`config.mk`:
```
export PLATFORM = sky130hd
export DESIGN_NAME = risc8_intc
export DESIGN_NICKNAME = d
export VERILOG_FILES = /design/src/rtl/risc8_pkg.sv /design/src/rtl/risc8_intc_prio.sv /design/src/rtl/risc8_intc.sv
export SDC_FILE = /design/constraint.sdc
export NUM_CORES = 1
export LEC_CHECK = 0
export ABC_AREA = 1
export CAP_MARGIN = 20
export CORE_MARGIN = 8
export CORE_UTILIZATION = 42
export DETAILED_ROUTE_END_ITERATION = 10
export HOLD_SLACK_MARGIN = 0.06
export PLACE_DENSITY = 0.79
export SKIP_LAST_GASP = 1
export SLEW_MARGIN = 15
export SYNTH_ARGS = -nofsm -noshare
export SYNTH_HDL_FRONTEND = slang
export SYNTH_SLANG_ARGS = --single-unit
```
`constraint.sdc`:
```
create_clock -name clk -period 1.6 [get_ports clk]
set_input_delay 0.4 -clock clk [delete_from_list [all_inputs] [get_ports clk]]
set_output_delay 0.4 -clock clk [all_outputs]
set_load 0.1 [all_outputs]
```
`src/rtl/risc8_pkg.sv`:
```
// risc8_pkg -- shared types and constants for the RISC8 interrupt controller.
//   e_intc_state    : controller FSM states (IDLE, REQ, SERV)
//   INTC_VEC_STRIDE : word distance between consecutive interrupt vectors
//   intc_vec()      : vector word address for a given source index (mod 256)
package risc8_pkg;

    typedef enum logic [1:0] {
        IDLE = 2'd0,
        REQ  = 2'd1,
        SERV = 2'd2
    } e_intc_state;

    localparam int INTC_VEC_STRIDE = 4;

    function automatic logic [7:0] intc_vec(input logic [7:0] base, input logic [2:0] idx);
        return base + 8'(INTC_VEC_STRIDE) * {5'b0, idx};
    endfunction

endpackage

```
`src/rtl/risc8_intc_prio.sv`:
```
// risc8_intc_prio -- combinational lowest-index-first priority encoder.
//   vec   in  N  request vector (already masked)
//   valid out 1  at least one bit of vec set
//   idx   out 3  index of the lowest set bit (0 when none)
module risc8_intc_prio #(
    parameter int N = 4
) (
    input  logic [N-1:0] vec,
    output logic         valid,
    output logic [2:0]   idx
);

    always_comb begin
        valid = |vec;
        idx   = 3'd0;
        // Scan downward so the lowest set index is the last one written.
        for (int i = N - 1; i >= 0; i--) begin
            if (vec[i]) idx = 3'(i);
        end
    end

endmodule

```
`src/rtl/risc8_intc.sv`:
```
// risc8_intc -- vectored interrupt controller for the RISC8 core.
//   clk, rst_n       clock, async active-low reset
//   irq_src          level interrupt inputs (synchronous); rising edge raises pending
//   mask_we/wdata    mask register write (1 = enabled)
//   gie_set/gie_clr  global enable pulses (clear wins)
//   intr_req/ack     request handshake with the core
//   intr_id/vec      granted source and its vector word address
//   reti             core executed RETI
//   pend             pending flags
//   flags            GETIF word {gie, in_service, 3'b0, intr_id}
// Optional feature: define RISC8_INTC_NEST_EN to allow higher-priority
// sources to preempt a service in progress (nested interrupts).
module risc8_intc #(
    parameter int         N_IRQ    = 4,
    parameter logic [7:0] VEC_BASE = 8'h04
) (
    input  logic             clk,
    input  logic             rst_n,
    input  logic [N_IRQ-1:0] irq_src,
    input  logic             mask_we,
    input  logic [N_IRQ-1:0] mask_wdata,
    input  logic             gie_set,
    input  logic             gie_clr,
    output logic             intr_req,
    input  logic             intr_ack,
    output logic [2:0]       intr_id,
    output logic [7:0]       intr_vec,
    input  logic             reti,
    output logic [N_IRQ-1:0] pend,
    output logic [7:0]       flags
);
    import risc8_pkg::*;

    e_intc_state      state;
    logic [N_IRQ-1:0] irq_q;
    logic [N_IRQ-1:0] mask;
    logic [N_IRQ-1:0] rise;
    logic [N_IRQ-1:0] pend_n;
    logic             gie;
    logic             cand_vld;
    logic [2:0]       cand_idx;
    logic             ack_take;
    logic             reti_take;
    logic             in_service;

    assign rise      = irq_src & ~irq_q;
    assign ack_take  = (state == REQ) && intr_ack;
    assign reti_take = (state == SERV) && reti;

    risc8_intc_prio #(.N(N_IRQ)) u_cand (
        .vec   (pend & mask),
        .valid (cand_vld),
        .idx   (cand_idx)
    );

    // Grant clears the serviced bit; a coincident rise on that source re-arms it.
    always_comb begin
        pend_n = pend;
        for (int i = 0; i < N_IRQ; i++) begin
            if (ack_take && intr_id == 3'(i)) pend_n[i] = 1'b0;
        end
        pend_n = pend_n | rise;
    end

    always_ff @(posedge clk or negedge rst_n) begin
        if (!rst_n) begin
            irq_q <= '0;
            mask  <= '0;
            pend  <= '0;
            gie   <= 1'b0;
        end else begin
            irq_q <= irq_src;
            pend  <= pend_n;
            if (mask_we) mask <= mask_wdata;
            if (ack_take || gie_clr)      gie <= 1'b0;
            else if (gie_set || reti_take) gie <= 1'b1;
        end
    end

`ifdef RISC8_INTC_NEST_EN
    // One bit per active service level; lowest set bit is the innermost level.
    logic [N_IRQ-1:0] in_svc;
    logic [N_IRQ-1:0] in_svc_set;
    logic [N_IRQ-1:0] in_svc_rest;
    logic             svc_vld;
    logic [2:0]       svc_idx;
    logic             rest_vld;
    logic [2:0]       rest_idx;

    always_comb begin
        in_svc_set = in_svc;
        for (int i = 0; i < N_IRQ; i++) begin
            if (intr_id == 3'(i)) in_svc_set[i] = 1'b1;
        end
    end

    // Drop the innermost level on reti.
    assign in_svc_rest = in_svc & (in_svc - N_IRQ'(1));

    risc8_intc_prio #(.N(N_IRQ)) u_svc (
        .vec   (in_svc),
        .valid (svc_vld),
        .idx   (svc_idx)
    );

    risc8_intc_prio #(.N(N_IRQ)) u_rest (
        .vec   (in_svc_rest),
        .valid (rest_vld),
        .idx   (rest_idx)
    );

    assign in_service = svc_vld;

    always_ff @(posedge clk or negedge rst_n) begin
        if (!rst_n) begin
            state    <= IDLE;
            intr_req <= 1'b0;
            intr_id  <= 3'd0;
            intr_vec <= VEC_BASE;
            in_svc   <= '0;
        end else begin
            case (state)
                IDLE: if (gie && cand_vld) begin
                    state    <= REQ;
                    intr_req <= 1'b1;
                    intr_id  <= cand_idx;
                    intr_vec <= intc_vec(VEC_BASE, cand_idx);
                end
                REQ: if (intr_ack) begin
                    state    <= SERV;
                    intr_req <= 1'b0;
                    in_svc   <= in_svc_set;
                end else if (gie_clr) begin
                    intr_req <= 1'b0;
                    // A withdrawn preemption falls back to the level it interrupted.
                    if (svc_vld) begin
                        state    <= SERV;
                        intr_id  <= svc_idx;
                        intr_vec <= intc_vec(VEC_BASE, svc_idx);
                    end else begin
                        state <= IDLE;
                    end
                end
                SERV: if (reti) begin
                    in_svc <= in_svc_rest;
                    if (rest_vld) begin
                        intr_id  <= rest_idx;
                        intr_vec <= intc_vec(VEC_BASE, rest_idx);
                    end else begin
                        state <= IDLE;
                    end
                end else if (gie && cand_vld && cand_idx < intr_id) begin
                    state    <= REQ;
                    intr_req <= 1'b1;
                    intr_id  <= cand_idx;
                    intr_vec <= intc_vec(VEC_BASE, cand_idx);
                end
                default: begin
                    state    <= IDLE;
                    intr_req <= 1'b0;
                end
            endcase
        end
    end
`else
    assign in_service = (state == SERV);

    always_ff @(posedge clk or negedge rst_n) begin
        if (!rst_n) begin
            state    <= IDLE;
            intr_req <= 1'b0;
            intr_id  <= 3'd0;
            intr_vec <= VEC_BASE;
        end else begin
            case (state)
                IDLE: if (gie && cand_vld) begin
                    state    <= REQ;
                    intr_req <= 1'b1;
                    intr_id  <= cand_idx;
                    intr_vec <= intc_vec(VEC_BASE, cand_idx);
                end
                REQ: if (intr_ack) begin
                    state    <= SERV;
                    intr_req <= 1'b0;
                end else if (gie_clr) begin
                    state    <= IDLE;
                    intr_req <= 1'b0;
                end
                SERV: if (reti) state <= IDLE;
                default: begin
                    state    <= IDLE;
                    intr_req <= 1'b0;
                end
            endcase
        end
    end
`endif

    assign flags = {gie, in_service, 3'b000, intr_id};

endmodule

```
==> reports/results.ini, run 1 <==
[clocking]
ctsHoldBuffers=0
postCtsSetupBuffers=0
worstSkewPairLatency_ns=0.31
cts_tree=yes
cts_buffers=3
clock-sinks=21
cts.path.max_buffers=2
path_clk_slew_ns=0.11
cts_resized=1
cts-root-buf=clkbuf_4
h-tree-depth=1

[floorplan]
die_x_um=64.9
io_pins=39
die_h_um=64.9
initial_core_util=0.449
dieArea_sq_mm=0.00421
core_area_sq_mm=0.00223
std_cell_rows=17

[critical_path]
rr_endpoint=intr_vec[3]
rr_startpoint=pend[0]
cp-start-kind=flip-flop
cpPeakStageDelay_ns=0.47
crit_required_ns=1.20
rrSetupSlack_ns=0.27
crit_type=flip-flop to output pin
critPathSlowestCell=dfrtp_1
arrival_ns=1.13
cp_num_buf_inv=1
crit_path_cell_trace=nor2_4 -> buf_12
critPathLaunch=state[0]
r2r_cells=6
crit_path_end_kind=output pin
crit_family=flip-flops
path_max_fanout=5

[sta]
hold_violations=0
rsz0062_at_grt=false
fin_crit_ns=1.53
clock_skew_ns=0.00680
max_freq_ghz=0.654
whs_ns=0.414
period_share=0.955
finalMaxSlewViolations=0
finalSetupTns_ns=0
finalSetupViolations=0

[finish]
final_common_cell=nand2_1
antenna-diode-count=0
mostFrequentLayoutCells=nand2_1, dfrtp_1, clkdlybuf4s50_1, buf_12
fillerInstances=197
seqCellArea_sq_um=534
nNetsFinal=152
syn_to_final_growth_pct=43.1
drive_gt1_frac=0.311
multiInputGateArea_sq_um=368

[drt]
via_count=743
drt_drc_violations_left=0
post_drt_via_cell_ratio=4.56
wl_per_cell_um=13.4
drtIter0Drc=15
wl_um=2190
ant_nets=0
first_pass_iters=3

[place]
portBuffers=28
gp_congestion=0.764
place_hpwl_um=1810

[power]
p_switching_mw=1.66
p_int_mw=1.40
seqPwrFrac=0.284
vdd_drop_max_mv=1.37
comb_power_share=0.634
power_density_mw_per_mm2=2130
clockPowerShare=0.083
p_leak_nw=0.682
switching_share=0.542

[outcome]
status=finished clean

[global_routing]
grt_max_degree=22
grt_pass1_vias=794
grt_pass1_wl_um=3740
antenna_found_initial=0
globalRouteTotalUtil=0.111
grt-ovfl-total=0

[synth]
synth-seq-cells=21
syn_area_per_cell_sq_um=9.38
synth.distinct_cells=19
ys_warn_count=0
netlist_area_sq_mm=0.00100
yosysSeqAreaShare=0.525
netlist_instances=107

[min_path]
hold_class=input pin to async pin

[run]
drv_cap=0

## state kept, by name, summed over array words and instances (netlist names)
register	count
mask	4
state	2
irq_q	4
gie	1
intr_id	2
pend	4
intr_vec	3
intr_req	1
## stage by stage
step           utilization  area, sq um  setup WS, ns  std cells  total power [mW]
2_1_floorplan            -         1040        0.0673        116              2.14
3_3_place_gp         0.628         1400         0.154        159              2.79
3_5_place_dp         0.628         1400         0.144        159              2.82
4_1_cts              0.641         1430        0.0186        163              3.09
5_1_grt              0.643         1440        0.0128        163              3.20
6_report             0.643         1440        0.0716        163              3.06
## area by class of cell
| class | count | share of cell area |
|---|---|---|
| timing repair buffer | 29 | 0.298 |
| sequential | 21 | 0.372 |
| tap | 28 | 0.0244 |
| multi-input combinational | 69 | 0.256 |
| inverter | 12 | 0.0314 |
| clock buffer | 4 | 0.0183 |
## cells by family after synthesis
| logic type | count (synthesis) | synth area share |
|---|---|---|
| flops | 21 | 0.525 |
| mux | 4 | 0.0449 |
| fa+ha+maj | 1 | 0.0125 |
| simple gates | 40 | 0.181 |
| buf+inv | 26 | 0.150 |
| other cells | 1 | 0.00374 |
| compound gates | 14 | 0.0835 |
## how the worst max path moves through the flow
stage,endpoint,slack (ns),cells past startpoint
floorplan,intr_vec[3],0.07,7
global placement,pend[0],0.15,4
detailed placement,pend[3],0.14,4
CTS,flags[6],0.02,2
global route,flags[6],0.01,3
finish,flags[6],0.07,2
## synth_stat cells
| master | instances | area share |
|---|---|---|
| o21ai_4 | 1 | 0.016 |
| inv_1 | 10 | 0.037 |
| dfstp_2 | 1 | 0.026 |
| mux2_2 | 4 | 0.045 |
| o31ai_1 | 1 | 0.0075 |
| nand3_2 | 2 | 0.020 |
| buf_4 | 14 | 0.10 |
| inv_2 | 2 | 0.0075 |
| conb_1 | 1 | 0.0037 |
| dfrtp_1 | 20 | 0.50 |
| a21oi_1 | 3 | 0.015 |
| nor3_1 | 1 | 0.0050 |
| nor2_2 | 2 | 0.012 |
| o21ai_1 | 1 | 0.0050 |
| nand2_1 | 28 | 0.10 |
| nand2_2 | 5 | 0.031 |
| o21ai_0 | 8 | 0.040 |
| ha_1 | 1 | 0.012 |
| nor2_1 | 2 | 0.0075 |
## layer usage
metal / global-route usage / vias up / part of all wire
li1: - / 367 / -
met1: 0.116 / 342 / 0.39
met2: 0.191 / 31 / 0.49
met3: 0.0515 / 3 / 0.10
met4: 0.0409 / 0 / 0.016
met5: 0 / - / 0
## power by group through the flow
| stage | Sequential (mW) | Clock [mW] | Combinational (mW) |
|---|---|---|---|
| 3_3_place_gp | 0.868 | 0 | 1.92 |
| 4_1_cts | 0.867 | 0.267 | 1.95 |
| 2_1_floorplan | 1.45 | 0 | 0.699 |
| 5_1_grt | 0.890 | 0.280 | 2.03 |
| 6_report | 0.868 | 0.253 | 1.94 |
| 3_5_place_dp | 0.873 | 0 | 1.95 |
Power figures use the tool's default switching activity.
==> run 2, diff against run 1 <==
--- a/config.mk
+++ b/config.mk
@@ -9,6 +9,7 @@
 export CAP_MARGIN = 20
 export CORE_MARGIN = 8
 export CORE_UTILIZATION = 42
+export CTS_CLUSTER_SIZE = 24
 export DETAILED_ROUTE_END_ITERATION = 10
 export HOLD_SLACK_MARGIN = 0.06
 export PLACE_DENSITY = 0.79
==> results of run 2 <==
Same layout as run 1: the final DEF is identical, and so are final timing and power.
